**src/rtl/rvv_lane_scheduler.sv**
```systemverilog
// rvv_lane_scheduler: walks the element groups of one vector instruction across the lanes.
// Latency: the first beat is presented the cycle after start; then one beat or one skipped group per cycle.
// Backpressure: while issue_ready is low the presented beat and every issue output hold unchanged.
module rvv_lane_scheduler #(
  parameter int VLEN            = 128,
  parameter int LANE_WIDTH_LOG2 = 3,
  parameter int NB_LANES_LOG2   = 1
) (
  input  logic                              clk,
  input  logic                              resetn,
  input  logic                              start,
  input  logic                              abort,
  input  logic                              vm,
  input  logic [VLEN-1:0]                   v0_mask,
  input  logic [2:0]                        vsew,
  input  logic [10:0]                       vl,
  input  logic [10:0]                       vstart,
  output logic                              issue_valid,
  input  logic                              issue_ready,
  output logic [(1<<NB_LANES_LOG2)-1:0]     lane_en,
  output logic [11*(1<<NB_LANES_LOG2)-1:0]  lane_idx,
  output logic [3:0]                        chunk,
  output logic                              chunk_last,
  output logic                              busy,
  output logic                              done,
  output logic                              err
);
  localparam int NL  = 1 << NB_LANES_LOG2;
  localparam int VIW = $clog2(VLEN);

  typedef enum logic [1:0] {
    IDLE  = 2'd0,
    ISSUE = 2'd1,
    DONE  = 2'd2
  } state_t;

  state_t           state_q, state_d;
  logic [11:0]      base_q, base_d, base_inc;
  logic [3:0]       cnt_q, cnt_d;
  logic [3:0]       cmax_q, cmax_d;
  logic [10:0]      end_q, end_d;
  logic             vm_q, vm_d;
  logic             rsv_q, rsv_d;
  logic [VLEN-1:0]  mask_q, mask_d;

  logic             in_rsv;
  logic [3:0]       sew_log2, shamt;
  logic [10:0]      vlmax, in_end;
  logic [3:0]       in_cmax;

  logic [NL-1:0]    grp_en;
  logic [11*NL-1:0] grp_idx;
  logic [11:0]      lane_pos;
  logic             beat_d;

  // Decode the effective end index and the last chunk number from the raw start inputs.
  always_comb begin
    in_rsv   = (vsew > 3'd3);
    sew_log2 = {1'b0, vsew} + 4'd3;
    vlmax    = 11'(VLEN) >> sew_log2;
    in_end   = '0;
    in_cmax  = '0;
    shamt    = '0;
    if (!in_rsv) begin
      in_end = (vl < vlmax) ? vl : vlmax;
      if (sew_log2 > 4'(LANE_WIDTH_LOG2)) begin
        shamt = sew_log2 - 4'(LANE_WIDTH_LOG2);
      end
      in_cmax = 4'((8'd1 << shamt) - 8'd1);
    end
  end

  // Next state: latch on start, advance chunk/group on accept, skip masked groups, stop at end.
  always_comb begin
    state_d  = state_q;
    base_d   = base_q;
    cnt_d    = cnt_q;
    cmax_d   = cmax_q;
    end_d    = end_q;
    vm_d     = vm_q;
    rsv_d    = rsv_q;
    mask_d   = mask_q;
    base_inc = base_q + 12'(NL);
    case (state_q)
      IDLE: begin
        if (start) begin
          state_d = ISSUE;
          base_d  = {1'b0, vstart};
          cnt_d   = '0;
          cmax_d  = in_cmax;
          end_d   = in_end;
          vm_d    = vm;
          rsv_d   = in_rsv;
          mask_d  = v0_mask;
        end
      end
      ISSUE: begin
        if (abort) begin
          state_d = IDLE;
        end else if (base_q >= {1'b0, end_q}) begin
          // Nothing to issue at all (empty range or reserved width).
          state_d = DONE;
        end else if (issue_valid) begin
          if (issue_ready) begin
            if (cnt_q < cmax_q) begin
              cnt_d = cnt_q + 4'd1;
            end else begin
              cnt_d  = '0;
              base_d = base_inc;
              if (base_inc >= {1'b0, end_q}) state_d = DONE;
            end
          end
        end else begin
          // Fully masked group: spend one idle cycle and drop all its chunks.
          cnt_d  = '0;
          base_d = base_inc;
          if (base_inc >= {1'b0, end_q}) state_d = DONE;
        end
      end
      DONE: begin
        state_d = IDLE;
      end
      default: begin
        state_d = IDLE;
      end
    endcase
  end

  // Per-lane indices and enables of the group that will be presented in the next cycle.
  always_comb begin
    grp_en   = '0;
    grp_idx  = '0;
    lane_pos = '0;
    for (int i = 0; i < NL; i++) begin
      lane_pos = base_d + 12'(i);
      if (lane_pos < {1'b0, end_d}) begin
        grp_idx[i*11 +: 11] = lane_pos[10:0];
        grp_en[i]           = vm_d | mask_d[lane_pos[VIW-1:0]];
      end
    end
  end

  assign beat_d = (state_d == ISSUE) && (|grp_en);

  // State, latched instruction fields and the registered issue outputs.
  always_ff @(posedge clk) begin
    if (!resetn) begin
      state_q     <= IDLE;
      base_q      <= '0;
      cnt_q       <= '0;
      cmax_q      <= '0;
      end_q       <= '0;
      vm_q        <= 1'b0;
      rsv_q       <= 1'b0;
      mask_q      <= '0;
      issue_valid <= 1'b0;
      lane_en     <= '0;
      lane_idx    <= '0;
      chunk       <= '0;
      chunk_last  <= 1'b0;
    end else begin
      state_q     <= state_d;
      base_q      <= base_d;
      cnt_q       <= cnt_d;
      cmax_q      <= cmax_d;
      end_q       <= end_d;
      vm_q        <= vm_d;
      rsv_q       <= rsv_d;
      mask_q      <= mask_d;
      issue_valid <= beat_d;
      lane_en     <= beat_d ? grp_en : '0;
      lane_idx    <= beat_d ? grp_idx : '0;
      chunk       <= beat_d ? cnt_d : '0;
      chunk_last  <= beat_d && (cnt_d == cmax_d);
    end
  end

  assign busy = (state_q != IDLE);
  assign done = (state_q == DONE);
  assign err  = (state_q == DONE) && rsv_q;

endmodule

```
**config.mk**
```make
export PLATFORM = sky130hd
export DESIGN_NAME = rvv_lane_scheduler
export DESIGN_NICKNAME = d
export VERILOG_FILES = /design/src/rtl/rvv_lane_scheduler.sv
export SDC_FILE = /design/constraint.sdc
export NUM_CORES = 1
export LEC_CHECK = 0
export BUFFER_PORTS_ARGS = -buffer_cell sky130_fd_sc_hd__buf_4
export CAP_MARGIN = 20
export CORE_MARGIN = 5
export CORE_UTILIZATION = 38
export CTS_BUF_LIST = sky130_fd_sc_hd__clkbuf_8
export CTS_CLUSTER_DIAMETER = 50
export DETAILED_ROUTE_END_ITERATION = 7
export GPL_ROUTABILITY_DRIVEN = 0
export SLEW_MARGIN = 20
export SYNTH_ARGS = -nofsm -noshare
export SYNTH_HDL_FRONTEND = slang
export SYNTH_SLANG_ARGS = --single-unit
```
**constraint.sdc**
```tcl
create_clock -name clk -period 11.1 [get_ports clk]
set_input_delay 0.555 -clock clk [delete_from_list [all_inputs] [get_ports clk]]
set_output_delay 0.555 -clock clk [all_outputs]
set_load 0.1 [all_outputs]
```
==> flow_summary.json <==
{
  "outcome": "finished clean",
  "num_antenna_cells": 0,
  "hp-class": "input port to flop",
  "path_clk_slew_ns": 0.12,
  "ys.flop_type": "dfxtp_1",
  "period_needed_ns": 7.57,
  "clk_latency_ns": 0.53,
  "p_leak_nw": 6.68,
  "core_sq_um": 37600,
  "cts_resized": 0,
  "drc": 0,
  "vias": 15157,
  "slew_headroom": 0.289,
  "fmax_mhz": 132,
  "wl_per_cell_um": 22.3,
  "port_buffers": 191,
  "powerDensity_nw_per_um2": 142,
  "synth_area_leaders": "dfxtp_1 (27%), mux2i_1 (13%), nand2_1 (10%), a21oi_1 (6.6%), ha_1 (4.9%)",
  "synth_top_cell_area_share": 0.268,
  "max_cap_violations": 0,
  "yosys_warnings": 0,
  "grt_max_degree": 163,
  "start_util": 0.384,
  "yosys.area_share.simple": 0.235,
  "drive_above_1_share": 0.160,
  "async_reset_ff_frac": 0,
  "cts_setup_buffers": 0,
  "ios": 192,
  "ys_ff_latch": 193,
  "avgSynthCellArea_sq_um": 7.60,
  "clock_tree.buffer_depth": 2,
  "dr.pass1.iters": 7,
  "hold_viol_final": 0,
  "cp.required_ns": 11.54,
  "setup_viol": 0,
  "grt_use_total": 0.260,
  "grt_pass1_vias": 14445,
  "synthAdderAreaFrac": 0.0494,
  "synth_area_sq_um": 14400,
  "fin_nets": 2208,
  "start_kind": "flop",
  "cts_hold_buf": 0,
  "dieArea_sq_um": 42000,
  "die_w_um": 205,
  "worst_slack_ns": 3.53,
  "die_y_um": 205,
  "yosys.area.top_type": "dfxtp_1",
  "synth_top_family_by_area": "simple AND/OR/NAND/NOR gates",
  "ys_types": 89,
  "worst_pin_slew_ns": 1.06,
  "synthXorXnorAreaFrac": 0.0127,
  "root_buffer": "clkbuf_8",
  "numClockSinks": 193,
  "yosysSeqAreaShare": 0.268,
  "peakVddDrop_mv": 0.0974,
  "multi_input_area_sq_um": 9840,
  "fin_setup_tns_ns": 0,
  "synth_compound_area_frac": 0.218,
  "critical_path_class": "flop to flop",
  "vias_per_cell": 6.02,
  "cts_max_level": 4,
  "finClkSkew_ns": 0.0223,
  "cts_tree": "done",
  "grt-ovfl-total": 0,
  "synth.mux.area_fraction": 0.163,
  "area_growth_pct": 14.7,
  "preCtsSetupSlack_ns": 3.80,
  "grt_pass1_wl_mm": 85.7,
  "synth_edf_count": 0,
  "rsz0062_at_grt": "false",
  "seq_area_sq_um": 3870,
  "ant_nets": 0,
  "timing.final.crit_share": 0.682,
  "critPathArrivalTime_ns": 8.01,
  "drt_iter0_drc": 1752,
  "endpoint_kind": "flop",
  "antenna_found_initial": 0,
  "slew_violations": 0,
  "netlist_instances": 1899,
  "worstPathMaxFanout": 30,
  "postRouteWirelength_mm": 56.1,
  "cts_buffers": 17,
  "syn-num-nets": 2115,
  "rows": 71,
  "dp_hpwl_mm": 39.7,
  "n_fill_cell": 3816
}
synthesized netlist by cell type, types with 13 or more instances:
master    number
and3_1        14
buf_2         31
buf_1         22
mux2i_1      194
nand3_1       58
nor3_1        46
nor4_1        20
a21oi_1      190
o22ai_1       32
nor2_1       110
mux4_2        15
a211oi_1      46
o211ai_1      13
nand2_1      388
clkbuf_1      87
and2_1        17
nand4_1       20
nor2b_1       30
inv_1         42
ha_1          57
dfxtp_1      193
a31oi_1       15
o21ai_0       34
cell usage in the layout (no fill, tap or decap), drive strengths merged, types with 9 or more instances in the layout:
cell type / instances
nor3: 47
nand4: 20
nor4: 20
nand3: 58
or4: 9
and2: 17
a221oi: 10
mux4: 15
inv: 55
o211ai: 14
dfxtp: 193
a31oi: 16
a21o: 11
nor2b: 30
o31ai: 9
o21ai: 40
nand2: 388
a211o: 9
xor2: 11
buf: 217
nor2: 112
nand2b: 10
xnor2: 10
and3: 14
clkbuf: 17
o22ai: 32
mux2i: 194
ha: 57
a211oi: 56
a21oi: 198
registers in the layout, indices dropped and copies added (netlist names), 2 cells and up:
signal and count:
mask_q 128, lane_idx 22, cnt_q 4, base_q 12, chunk 4, lane_en 2
state_q 2, cmax_q 4, end_q 11
final timing paths:
| path | from | endpoint | slack [ns] | depth (start not counted) |
|---|---|---|---|---|
| max | base_q[1] | lane_idx[0] | 3.53 | 22 |
| min | v0_mask[96] | mask_q[96] | 0.26 | 3 |
| min reg2reg | mask_q[51] | mask_q[51] | 0.46 | 2 |
| max reg2reg | base_q[1] | lane_idx[0] | 3.53 | 22 |
worst max-delay path, stage by stage (launching register included):
cell,delay [ns]
dfxtp_1,0.85
inv_1,0.16
ha_1,0.35
nand2b_1,0.16
o21ai_1,0.21
nand2_1,0.18
nand3_1,0.58
a21oi_4,0.10
inv_1,0.08
buf_4,0.34
ha_1,0.63
inv_1,0.70
buf_4,0.39
a21oi_1,0.09
nor2b_1,0.14
a211o_1,0.29
a21oi_1,0.21
nand2_1,0.08
nand3_1,0.11
o311ai_1,0.12
o41ai_2,0.60
nand4_1,0.69
a21oi_1,0.36
layout make-up:
cell class / count / share of cell area
Multi-Input combinational cell: 1515 / 0.594
Sequential cell: 193 / 0.234
Timing Repair Buffer: 217 / 0.0999
Tap cell: 511 / 0.0386
Clock buffer: 17 / 0.0141
Inverter: 48 / 0.0112
Clock inverter: 15 / 0.00809
cell families after synthesis:
kind of cell    count (synthesis)
mux                           216
simple gates                  748
compound gates                473
xor+xnor                       21
flops                         193
buf+inv                       191
fa+ha+maj                      57
power breakdown:
group          internal, mW  switching [mW]
combinational         0.370           0.719
sequential            0.739          0.0508
clock                 0.180           0.291
total                  1.29            1.06
layer usage:
metal  vias up  part of all wire  global-route usage
met5         -                 0                   0
li1       7045                 -                   -
met4         0             0.035              0.0943
met3       138             0.093              0.0603
met2       802              0.45               0.409
met1      7172              0.42               0.350
stage by stage:
step           std cells   util  area [sq um]  hold WS (ns)  power, mW
6_report            2516  0.440         16600         0.264       2.35
3_3_place_gp        2484  0.431         16200         0.444       1.85
2_1_floorplan       1899      -         14400         0.436       1.51
5_1_grt             2516  0.440         16600         0.243       2.46
3_5_place_dp        2484  0.431         16200         0.449       1.86
4_1_cts             2516  0.440         16600         0.248       2.33
(Power assumes the default switching activity.)
